<file path="src/rtl/keypad_scanner_if.sv">
// Keypad matrix lines and the digit pair handed to the seven-segment multiplexer.
// master = scanner side, slave = keypad/display side.
interface keypad_scanner_if;
  logic [3:0] col;
  logic [3:0] row;
  logic [3:0] digit_old;
  logic [3:0] digit_new;
  logic       key_pulse;

  modport master (
    input  col,
    output row,
    output digit_old,
    output digit_new,
    output key_pulse
  );

  modport slave (
    output col,
    input  row,
    input  digit_old,
    input  digit_new,
    input  key_pulse
  );
endinterface

</file>
<file path="src/rtl/keypad_scanner.sv">
// 4x4 keypad scanner with press/release debounce; keeps the last two digits.
// Press accepted DEBOUNCE_COUNT+3 cycles after a stable raw low; no backpressure, all outputs registered.
module keypad_scanner #(
  parameter int SCAN_COUNT     = 1_000,
  parameter int DEBOUNCE_COUNT = 500_000
) (
  input  logic              clk,
  input  logic              reset,
  keypad_scanner_if.master  kp
);

  localparam int SCW = (SCAN_COUNT > 1) ? $clog2(SCAN_COUNT) : 1;
  localparam int DBW = (DEBOUNCE_COUNT > 1) ? $clog2(DEBOUNCE_COUNT) : 1;
  localparam logic [SCW-1:0] SCAN_LAST  = SCW'(SCAN_COUNT - 1);
  localparam logic [SCW-1:0] SCAN_VALID = SCW'(2);
  localparam logic [DBW-1:0] DB_LAST    = DBW'(DEBOUNCE_COUNT - 1);

  typedef enum logic [1:0] {
    SCAN,
    PRESS_DB,
    HELD,
    RELEASE_DB
  } state_t;

  state_t         state_q;
  logic [3:0]     sync1_q;
  logic [3:0]     cs_q;
  logic [1:0]     row_idx_q;
  logic [3:0]     row_q;
  logic [SCW-1:0] scan_cnt_q;
  logic [DBW-1:0] db_cnt_q;
  logic [1:0]     key_row_q;
  logic [3:0]     key_cols_q;
  logic [3:0]     digit_old_q;
  logic [3:0]     digit_new_q;
  logic           key_pulse_q;
  logic [3:0]     key_digit;

  function automatic logic one_low(input logic [3:0] v);
    return $countones(~v) == 1;
  endfunction

  function automatic logic [3:0] row_drive(input logic [1:0] idx);
    return ~(4'b0001 << idx);
  endfunction

  function automatic logic [1:0] col_index(input logic [3:0] cols);
    logic [1:0] c;
    case (cols)
      4'b1110: c = 2'd0;
      4'b1101: c = 2'd1;
      4'b1011: c = 2'd2;
      4'b0111: c = 2'd3;
      default: c = 2'd0;
    endcase
    return c;
  endfunction

  // Physical layout: row 3 carries E 0 F D, so the map is not a plain index.
  always_comb begin
    key_digit = 4'h0;
    case ({key_row_q, col_index(key_cols_q)})
      4'h0: key_digit = 4'h1;
      4'h1: key_digit = 4'h2;
      4'h2: key_digit = 4'h3;
      4'h3: key_digit = 4'hA;
      4'h4: key_digit = 4'h4;
      4'h5: key_digit = 4'h5;
      4'h6: key_digit = 4'h6;
      4'h7: key_digit = 4'hB;
      4'h8: key_digit = 4'h7;
      4'h9: key_digit = 4'h8;
      4'hA: key_digit = 4'h9;
      4'hB: key_digit = 4'hC;
      4'hC: key_digit = 4'hE;
      4'hD: key_digit = 4'h0;
      4'hE: key_digit = 4'hF;
      4'hF: key_digit = 4'hD;
      default: key_digit = 4'h0;
    endcase
  end

  always_ff @(posedge clk) begin
    if (reset) begin
      state_q     <= SCAN;
      sync1_q     <= 4'hF;
      cs_q        <= 4'hF;
      row_idx_q   <= 2'd0;
      row_q       <= 4'b1110;
      scan_cnt_q  <= '0;
      db_cnt_q    <= '0;
      key_row_q   <= 2'd0;
      key_cols_q  <= 4'hF;
      digit_old_q <= 4'h0;
      digit_new_q <= 4'h0;
      key_pulse_q <= 1'b0;
    end else begin
      sync1_q     <= kp.col;
      cs_q        <= sync1_q;
      key_pulse_q <= 1'b0;

      case (state_q)
        SCAN: begin
          // The first two counts still carry columns sampled under the previous row.
          if (scan_cnt_q >= SCAN_VALID && one_low(cs_q)) begin
            key_row_q  <= row_idx_q;
            key_cols_q <= cs_q;
            db_cnt_q   <= '0;
            state_q    <= PRESS_DB;
          end else if (scan_cnt_q == SCAN_LAST) begin
            row_idx_q  <= row_idx_q + 2'd1;
            row_q      <= row_drive(row_idx_q + 2'd1);
            scan_cnt_q <= '0;
          end else begin
            scan_cnt_q <= scan_cnt_q + SCW'(1);
          end
        end

        PRESS_DB: begin
          if (cs_q != key_cols_q) begin
            db_cnt_q   <= '0;
            scan_cnt_q <= '0;
            state_q    <= SCAN;
          end else if (db_cnt_q == DB_LAST) begin
            digit_old_q <= digit_new_q;
            digit_new_q <= key_digit;
            key_pulse_q <= 1'b1;
            state_q     <= HELD;
          end else begin
            db_cnt_q <= db_cnt_q + DBW'(1);
          end
        end

        HELD: begin
          if (cs_q == 4'hF) begin
            db_cnt_q <= '0;
            state_q  <= RELEASE_DB;
          end
        end

        RELEASE_DB: begin
          if (cs_q != 4'hF) begin
            state_q <= HELD;
          end else if (db_cnt_q == DB_LAST) begin
            db_cnt_q   <= '0;
            scan_cnt_q <= '0;
            row_idx_q  <= row_idx_q + 2'd1;
            row_q      <= row_drive(row_idx_q + 2'd1);
            state_q    <= SCAN;
          end else begin
            db_cnt_q <= db_cnt_q + DBW'(1);
          end
        end

        default: state_q <= SCAN;
      endcase
    end
  end

  assign kp.row       = row_q;
  assign kp.digit_old = digit_old_q;
  assign kp.digit_new = digit_new_q;
  assign kp.key_pulse = key_pulse_q;

endmodule

</file>
<file path="src/flat_wrapper.sv">
// flat-port wrapper written by rule: the top's interface ports become plain ports
module keypad_scanner_flat 
#(
  parameter int SCAN_COUNT     = 1_000,
  parameter int DEBOUNCE_COUNT = 500_000
)
  (clk, reset, kp_col, kp_row, kp_digit_old, kp_digit_new, kp_key_pulse);
  keypad_scanner_if kp_i ();
  input  logic clk;
  input  logic reset;
  input wire logic [$bits(kp_i.col)-1:0] kp_col;
  output wire logic [$bits(kp_i.row)-1:0] kp_row;
  output wire logic [$bits(kp_i.digit_old)-1:0] kp_digit_old;
  output wire logic [$bits(kp_i.digit_new)-1:0] kp_digit_new;
  output wire logic [$bits(kp_i.key_pulse)-1:0] kp_key_pulse;
  assign kp_i.col = kp_col;
  assign kp_row = kp_i.row;
  assign kp_digit_old = kp_i.digit_old;
  assign kp_digit_new = kp_i.digit_new;
  assign kp_key_pulse = kp_i.key_pulse;
  keypad_scanner #(.SCAN_COUNT(SCAN_COUNT), .DEBOUNCE_COUNT(DEBOUNCE_COUNT)) u_core (.clk(clk), .reset(reset), .kp(kp_i));
endmodule
</file>
<file path="config.mk">
export PLATFORM = sky130hd
export DESIGN_NAME = keypad_scanner_flat
export DESIGN_NICKNAME = d
export VERILOG_FILES = /design/src/rtl/keypad_scanner_if.sv /design/src/rtl/keypad_scanner.sv /design/src/flat_wrapper.sv
export SDC_FILE = /design/constraint.sdc
export NUM_CORES = 1
export LEC_CHECK = 0
export BUFFER_PORTS_ARGS = -buffer_cell sky130_fd_sc_hd__buf_2
export CORE_ASPECT_RATIO = 1.5
export CORE_MARGIN = 5
export CORE_UTILIZATION = 51
export DETAILED_ROUTE_END_ITERATION = 6
export GPL_ROUTABILITY_DRIVEN = 1
export GPL_TIMING_DRIVEN = 0
export PLACE_DENSITY = 0.68
export SETUP_SLACK_MARGIN = 0.3
export SYNTH_ARGS = -nofsm -noshare
export SYNTH_HDL_FRONTEND = slang
export SYNTH_SLANG_ARGS = --single-unit
</file>
<file path="constraint.sdc">
create_clock -name clk -period 3.2 [get_ports clk]
set_clock_uncertainty 0.1 [all_clocks]
set_input_delay 0.16 -clock clk [delete_from_list [all_inputs] [get_ports clk]]
set_output_delay 0.16 -clock clk [all_outputs]
set_load 0.02 [all_outputs]
</file>
Yosys cells after proc, flatten, opt, wreduce, memory -nomap -nowiden:

Memory sizes are Yosys's and may differ from the RTL's. A register that Yosys moved wholly into a read port is not among the register bits.
Index checks and enable logic that the tools add are counted.
W data, S select, Z words.

* reductions and logical operators: 11
* equal/unequal tests: 22
* mux-type cells: 32
* shifts and indexed selects: 1
* add/subtract/negate cells: 6
* bitwise operators: 4
* $lt $le $gt $ge: 1

Operator list (count)
* $mux W19: 6
* $pmux W19 S4: 1
* $mux W10: 5
* $add A32 B32 Y32: 1
* $eq A32 B2 Y1 const B: 1
* $pmux W10 S3: 1
* $mux W2: 10
* $add A19 B1 Y19 const B: 1
* $eq A19 B19 Y1 const B: 1
* $mux W4: 4
* $eq A4 B4 Y1 const B: 3
* $add A10 B1 Y10 const B: 1
* $eq A10 B10 Y1 const B: 1
* $ge A10 B2 Y1 const B: 1
* $ne A2 B1 Y1 const B: 5
* $reduce_and A5 Y1: 2
* $not A4 Y4: 2
* $pmux W2 S4: 1
* $pmux W4 S2: 1
* $reduce_and A4 Y1: 2
* $ne A3 B1 Y1 const B: 2
* $pmux W2 S3: 1
* $add A1 B1 Y2: 2
* $eq A2 B2 Y1 const B: 2
* other kinds (18): 20

* memories: 1
* memory bits (read-only): 64
* output and inout bits: 13
* flip-flop bits (word level): 56
* logic and storage cells: 89
* input bits: 6

Memory list
* (no name shown): words 16, bits a word 4, read ports 1, clocked after Yosys merged registers in 1, write ports 0, RTL line keypad_scanner.sv:62 `case ({key_row_q, col_index(key_cols_q)})`

Logic depth before layout (Yosys ltp):

Gate-level depths: netlist of the first run.

* depth in word-level cells: 7
* mapped depth: 10
* depth with buffers taken out: 9

Worst setup path before layout of the first run:

Ideal clock, no wire load.

* path type: register to register
* from: reg u_core.cs_q[0]
* to: reg u_core.db_cnt_q[10]
* path slack: 0.019 ns
* data required time: 2.983 ns
* cell stages (with the launch flop): 11
* library setup time: 0.117 ns
* path buffers: 1
* arrival: 2.964 ns
* period minus slack after synthesis: 3.181 ns
* cells stage by stage: dfxtp_1 inv_1 ha_1 ha_1 fa_1 nor3b_1 o31a_2 nor2_1 o41ai_1 buf_2 nor2_1

* cells in the longest elaborated chain, start to end: 7
* elaborated cells between the ends (all ways): 15

Ends and longest elaborated chain
* from (decl): RTL line keypad_scanner.sv:27 `logic [3:0] cs_q;`
* from (signal assigned): RTL line keypad_scanner.sv:99 `cs_q <= sync1_q;`
* $not A4 Y4: RTL line keypad_scanner.sv:40 `return $countones(~v) == 1;`
* $add A1 B1 Y2 (implied by the code): RTL line keypad_scanner.sv:40
* $add A32 B32 Y32 (implied by the code): RTL line keypad_scanner.sv:40
* $eq A32 B2 Y1: RTL line keypad_scanner.sv:40
* $logic_and A1 B1 Y1: RTL line keypad_scanner.sv:105 `if (scan_cnt_q >= SCAN_VALID && one_low(cs_q)) begin`
* $ne A2 B1 Y1 (no source line)
* $reduce_and A4 Y1 (no source line)
* to (signal assigned): RTL line keypad_scanner.sv:130 `db_cnt_q <= db_cnt_q + DBW'(1);`
* to (signal assigned): RTL line keypad_scanner.sv:151 `db_cnt_q <= db_cnt_q + DBW'(1);`
* to (decl): RTL line keypad_scanner.sv:31 `logic [DBW-1:0] db_cnt_q;`

Parallel ways exist; a longest one is shown, timed or not.
A chain may end at the register's enable or synchronous reset.

Worst setup path after layout of the first run:

* from: reg u_core.cs_q[1]
* to: reg u_core.db_cnt_q[5]

Same word-level chain as after synthesis.

==> results.sh, run 1 <==
export IMPL_ff2ff_path_depth=11
export IMPL_syn_inst=398
export IMPL_setup_tns_ns=0
export IMPL_fin_crit_ns=2.863
export IMPL_postSynthAreaPerCell_sq_um=8.620
export IMPL_ios=19
export IMPL_gp_congestion=0.8636
export IMPL_final_max_slew_viol_count=0
export IMPL_drtAntennaViolNets=0
export IMPL_ir_drop_uv=438.9
export IMPL_multi_input_area_sq_mm=0.002232
export IMPL_leakagePower_nw=1.519
export IMPL_drive_above_1_share_pct=21.33
export IMPL_die_area_sq_mm=0.008501
export IMPL_cts_buffers=9
export IMPL_synth_nets=427
export IMPL_syn2layout_area_growth_pct=21.19
export IMPL_clock_root_buffer="clkbuf_8"
export IMPL_via_per_inst=6.034
export IMPL_cts_sinks=60
export IMPL_required_ns=3.33
export IMPL_grt_pass1_vias=3016
export IMPL_fmax_mhz=349.3
export IMPL_drt_pass1_iter_count=4
export IMPL_totalWireLength_um=8826
export IMPL_hold_class="primary input to flop"
export IMPL_yosys_warnings=0
export IMPL_synth_area_sq_mm=0.003431
export IMPL_end_kind="flop"
export IMPL_grt_usage_pct=20.61
export IMPL_max_slew_margin_pct=45.84
export IMPL_initialDrtViolationCount=278
export IMPL_synth_edf_count=0
export IMPL_portBuffers=18
export IMPL_ys_seq_area_share_pct=35.01
export IMPL_critPathMaxFanout=5
export IMPL_finalCritPeriodShare_pct=89.47
export IMPL_holdPathEnd="u_core.db_cnt_q[15]"
export IMPL_netlist_top_cells_area="dfxtp_1 35%, ha_1 8.0%, mux2i_1 4.1%"
export IMPL_cts_tree="built"
export IMPL_drc=0
export IMPL_power_total_mw=2.465
export IMPL_synth_cell_types=58
export IMPL_grt_max_degree=12
export IMPL_layout_nets=474
export IMPL_grt_setup_unrepaired="yes"
export IMPL_diodes=0
export IMPL_dp_hpwl_um=6034
export IMPL_grt_ovfl_total=0
export IMPL_hold_viol=0
export IMPL_stdcell_count=526
export IMPL_initial_core_util_pct=52.53
export IMPL_htreeDepth=3
export IMPL_synthFlopType="dfxtp_1"
export IMPL_ff2ff_setup_slack_ns=0.34
export IMPL_clk_latency_ns=0.34
export IMPL_clk_path_buf_depth=2
export IMPL_fin_area_sq_mm=0.004158
export IMPL_maxCapViolCount=0
export IMPL_worstHoldStart="reset"
export IMPL_setup_viol=0
export IMPL_reg2reg_from="u_core.cs_q[1]"
export IMPL_cp_arrival_ns=2.99
export IMPL_placed_cell_area_sq_mm=0.003628
export IMPL_synth_seq_cells=60
export IMPL_yosys_area_top_type_share_pct=35.01
export IMPL_antenna_found_initial=0
export IMPL_max_slew_worst_pin_slew_ns=0.8049
export IMPL_min_path_cells=3
export IMPL_start_kind="flop"
export IMPL_die_y_um=110.5
export IMPL_grt_pass1_wl_um=14470
export IMPL_synth_top_cell_by_area="dfxtp_1"
export IMPL_dp_cells=492
export IMPL_ys_async_sr_fraction_pct=0
export IMPL_core_sq_mm=0.006531
export IMPL_path_class="flop to flop"
export IMPL_r2r_end="u_core.db_cnt_q[5]"
export IMPL_rows=36
export IMPL_clk_pin_slew_ns=0.07
export IMPL_vias=3174
export IMPL_regArea_sq_mm=0.001206
export IMPL_status="completed"
export IMPL_power_density_mw_per_mm2=593.0
export IMPL_die_w_um=76.97
export IMPL_n_fill_cell=571
export IMPL_wire_per_inst_um=16.78
-- layout by cell type, fill, tap and decap left out, types with 4 or more instances in the layout --
cell           instances
or4_1                  8
a21oi_2                4
nand3_1               14
nor3_1                11
xnor2_1               11
a21oi_1               15
o211ai_1              12
a31oi_1                5
o31ai_1                8
o21ai_0               16
mux2i_1               14
dlygate4sd3_1          4
buf_4                 11
nand4_1               10
clkbuf_1              12
clkbuf_8               9
and3_1                 7
nor4b_1                4
buf_2                 19
ha_1                  19
inv_1                 12
nor2b_1                7
dfxtp_1               56
inv_2                  4
or2_2                 10
nand2_1               35
a211oi_1               6
nor2_1                35
dfxtp_2                4
-- how the worst max path moves through the flow --
stage | endpoint | start | depth (start not counted)
global placement | u_core.db_cnt_q[6] | u_core.cs_q[0] | 10
global route | u_core.db_cnt_q[0] | u_core.cs_q[1] | 11
CTS | u_core.db_cnt_q[4] | u_core.cs_q[0] | 9
floorplan | u_core.db_cnt_q[10] | u_core.cs_q[0] | 10
detailed placement | u_core.db_cnt_q[14] | u_core.cs_q[0] | 10
finish | u_core.db_cnt_q[5] | u_core.cs_q[1] | 11
-- Yosys cell counts, drive strengths merged (3+ instances only) --
library cell / n
ha: 22
or4: 11
a21oi: 19
nor3b: 4
nand4: 10
nor2b: 7
inv: 16
mux2i: 14
a211oi: 7
o2111ai: 3
nand2: 35
a31oi: 5
o21ai: 17
a2111oi: 3
or2: 11
nand3: 14
nor4b: 4
o31a: 3
clkbuf: 13
xnor2: 11
dfxtp: 60
o211ai: 12
nor2: 38
o31ai: 9
nor3: 11
and3: 7
buf: 3
-- per-stage QoR --
stage	hold WS, ns	setup WS (ns)	utilization (%)
after floorplan	0.1638	0.3203	-
after CTS	0.04634	0.3143	60.67
after global placement	0.2420	-0.1360	55.56
after global routing	0.06446	0.2308	63.66
final	0.05482	0.3371	63.66
after detailed placement	0.2449	-0.2259	55.56
-- metal layers --
metal | GRT usage, % | wire [um] | vias up
met5 | 0 | 0 | -
met4 | 10.27 | 248 | 0
met3 | 3.827 | 310 | 21
met2 | 35.56 | 4614 | 60
met1 | 23.86 | 3653 | 1527
li1 | - | - | 1566
-- kinds of logic (layout without fill, tap and decap cells) --
logic type | count (synthesis) | in the layout | share of synthesized area, %
buf+inv | 33 | 85 | 3.720
simple gates | 162 | 162 | 24.98
xor+xnor | 13 | 13 | 3.319
mux | 17 | 17 | 5.616
flops | 60 | 60 | 35.01
fa+ha+maj | 23 | 23 | 8.607
compound gates | 90 | 90 | 18.75
-- what timing repair did --
item,4_1_cts,5_1_grt
hold buffers,4,0
buffers inserted,2,11
hold endpoints to repair,4,0
setup endpoints to repair,28,39
resized for setup,12,24
pin swaps,3,8
-- where the power goes --
part           internal [mW]  switching (mW)
registers              0.806          0.0633
logic                  0.322           0.443
clock network          0.519           0.313
total                   1.65           0.819
-- cell type report --
type | instances | share of cell area, %
sequential | 60 | 29.01
clock buffer | 10 | 3.070
multi-input combinational | 305 | 53.69
inverter | 17 | 1.535
clock inverter | 6 | 2.708
tap | 76 | 2.287
buffer | 16 | 1.715
timing repair buffer | 36 | 5.989
-- worst max-delay path: stages, from the launching register on --
cell and delay, ns:
dfxtp_2 0.37, inv_2 0.06, ha_4 0.22, ha_4 0.16
fa_2 0.49, nor3b_4 0.30, o31a_4 0.23, nor2_4 0.05
buf_6 0.14, o41ai_4 0.36, buf_4 0.22, a21oi_2 0.04
-- state kept, by name (all words and copies together) (netlist names) --
| name | count |
|---|---|
| u_core.kp.digit_old | 4 |
| u_core.db_cnt_q | 19 |
| u_core.cs_q | 4 |
| u_core.kp.key_pulse | 1 |
| u_core.kp.digit_new | 4 |
| u_core.key_cols_q | 4 |
| u_core.sync1_q | 4 |
| u_core.row_idx_q | 2 |
| u_core.scan_cnt_q | 10 |
| u_core.kp.row | 4 |
| u_core.key_row_q | 2 |
| u_core.state_q | 2 |
No activity file was read; power rests on OpenSTA's default activity.
==> run 2: changes to the inputs <==
CORE_MARGIN = default   (was 5)
MAX_ROUTING_LAYER = met4   (was default)
==> run 2 against run 1 <==
  * First-iteration DRC count is 53% lower
  * Wire length down 3.9%
  * Sequential power down 0.6%
  * Sequential share of layout area rose by 0.49 points
  * Power decreased by 7.1%
  * Critical path type unchanged
  * Clock-buffer cell count is 1 lower
  * Critical path depth down 2
  * Clock power fell by 15%
  * Combinational power down 6.3%
==> results.sh, run 2 (same netlist as run 1, synthesis figures left out) <==
export IMPL_wire_per_inst_um=16.18
export IMPL_p_switching_mw=0.8332
export IMPL_regArea_sq_mm=0.001206
export IMPL_drtAntennaViolNets=0
export IMPL_leakagePower_nw=1.494
export IMPL_max_slew_worst_pin_slew_ns=0.8280
export IMPL_worstHoldStart="reset"
export IMPL_final_max_slew_viol_count=0
export IMPL_critPathMaxFanout=8
export IMPL_path_class="flop to flop"
export IMPL_gp_congestion=0.8379
export IMPL_final_util_pct=63.04
export IMPL_ios=19
export IMPL_cts_buffers=9
export IMPL_clockPowerShare_pct=30.9
export IMPL_finalCritPeriodShare_pct=87.79
export IMPL_hold_viol=0
export IMPL_ff2ff_path_depth=9
export IMPL_fmax_mhz=356.0
export IMPL_max_flop_register="u_core.db_cnt_q"
export IMPL_required_ns=3.39
export IMPL_clock_root_buffer="clkbuf_8"
export IMPL_power_density_mw_per_mm2=560.0
export IMPL_min_path_cells=3
export IMPL_die_y_um=102.5
export IMPL_grt_max_degree=13
export IMPL_p_seq_share_pct=37.7
export IMPL_hold_class="primary input to flop"
export IMPL_maxCapViolCount=0
export IMPL_startpoint="u_core.cs_q[0]"
export IMPL_dp_hpwl_um=5939
export IMPL_placed_cell_area_sq_mm=0.003628
export IMPL_antenna_found_initial=0
export IMPL_totalWireLength_um=8479
export IMPL_swShare_pct=36.39
export IMPL_initial_core_util_pct=52.89
export IMPL_drc=0
export IMPL_rows=36
export IMPL_r2r_end="u_core.db_cnt_q[2]"
export IMPL_diodes=0
export IMPL_grt_pass1_vias=2953
export IMPL_stdcell_count=524
export IMPL_final_common_cell="dfxtp_1"
export IMPL_setup_viol=0
export IMPL_status="completed"
export IMPL_vias=3127
export IMPL_fin_area_sq_mm=0.004089
export IMPL_ir_drop_uv=454.0
export IMPL_grt_usage_pct=26.03
export IMPL_n_fill_cell=575
export IMPL_top_regs="u_core.db_cnt_q (19), u_core.scan_cnt_q (10)"
export IMPL_cts_sinks=60
export IMPL_p_comb_share_pct=31.3
export IMPL_reg2reg_from="u_core.cs_q[0]"
export IMPL_grt_pass1_wl_um=13240
export IMPL_start_kind="flop"
export IMPL_layout_nets=472
export IMPL_setup_tns_ns=0
export IMPL_syn2layout_area_growth_pct=19.18
export IMPL_initialDrtViolationCount=130
export IMPL_die_w_um=68.97
export IMPL_final_cell_mix="56 x dfxtp_1, 35 x nand2_1, 35 x nor2_1"
export IMPL_largest_reg_flops=19
export IMPL_via_per_inst=5.968
export IMPL_drt_pass1_iter_count=4
export IMPL_max_slew_margin_pct=44.29
export IMPL_cp_arrival_ns=3.00
export IMPL_die_area_sq_mm=0.007065
export IMPL_grt_ovfl_total=0
export IMPL_end_kind="flop"
export IMPL_htreeDepth=3
export IMPL_clk_pin_slew_ns=0.08
export IMPL_holdPathEnd="u_core.db_cnt_q[15]"
export IMPL_cts_tree="built"
export IMPL_fin_crit_ns=2.809
export IMPL_portBuffers=18
export IMPL_core_sq_mm=0.006486
export IMPL_grt_setup_unrepaired="no"
export IMPL_clk_latency_ns=0.36
export IMPL_drive_above_1_share_pct=20.76
export IMPL_dp_cells=492
export IMPL_clk_path_buf_depth=2
export IMPL_ff2ff_setup_slack_ns=0.39
export IMPL_internal_power_mw=1.456
export IMPL_multi_input_area_sq_mm=0.002235
==> run 2: worst max-delay path by stage <==
stage                                     end  slack [ns]  cells after the start
after global placement     u_core.db_cnt_q[6]       -0.17                     10
after detailed placement  u_core.db_cnt_q[10]       -0.22                     10
after global routing       u_core.db_cnt_q[2]        0.30                      9
after CTS                  u_core.db_cnt_q[2]        0.28                      9
final                      u_core.db_cnt_q[2]        0.39                      9
after floorplan           u_core.db_cnt_q[10]        0.32                     10
==> run 2: routing by layer <==
layer	track usage (%)	part of all wire, %	up-vias
met5	-	0	-
met4	14.13	2.3	0
met3	3.460	3.3	18
met2	44.66	53	73
met1	27.99	42	1478
li1	-	-	1558
==> run 2: area by class of cell <==
class | count | share of cell area, %
Multi-Input combinational cell | 305 | 54.65
Sequential cell | 60 | 29.50
Timing Repair Buffer | 34 | 5.386
Clock buffer | 9 | 3.029
Tap cell | 76 | 2.326
Clock inverter | 7 | 1.836
Buffer | 16 | 1.714
Inverter | 17 | 1.561
==> run 2: stage by stage <==
stage / hold slack (ns) / power, mW / worst slack (ns)
after detailed placement: 0.2441 / 1.501 / -0.2229
after CTS: 0.05577 / 2.239 / 0.2847
after global routing: 0.09193 / 2.401 / 0.3029
after floorplan: 0.1638 / 1.330 / 0.3203
final: 0.04434 / 2.290 / 0.3907
after global placement: 0.2414 / 1.468 / -0.1674
==> run 2: worst max-delay path: stages (launching register included) <==
cell     delay (ns)
dfxtp_2        0.35
inv_2          0.06
ha_4           0.25
ha_2           0.17
fa_2           0.47
nor3b_4        0.31
o31a_4         0.24
o21ai_4        0.10
or4_4          0.55
a21oi_2        0.12
==> run 2: power by group through the flow <==
stage / Clock (mW) / Combinational (mW) / Sequential [mW]
detailed placement: 0 / 0.621 / 0.879
global placement: 0 / 0.590 / 0.877
finish: 0.708 / 0.717 / 0.864
floorplan: 0 / 0.449 / 0.881
CTS: 0.712 / 0.664 / 0.863
global route: 0.742 / 0.783 / 0.876
==> run 2: timing repair <==
action                                  4_1_cts  5_1_grt
pin swaps                                     3       10
resized for setup                            15       15
buffers inserted                              2       10
endpoints found under the setup margin       26       37
hold endpoints to repair                      4        0
hold buffers                                  4        0
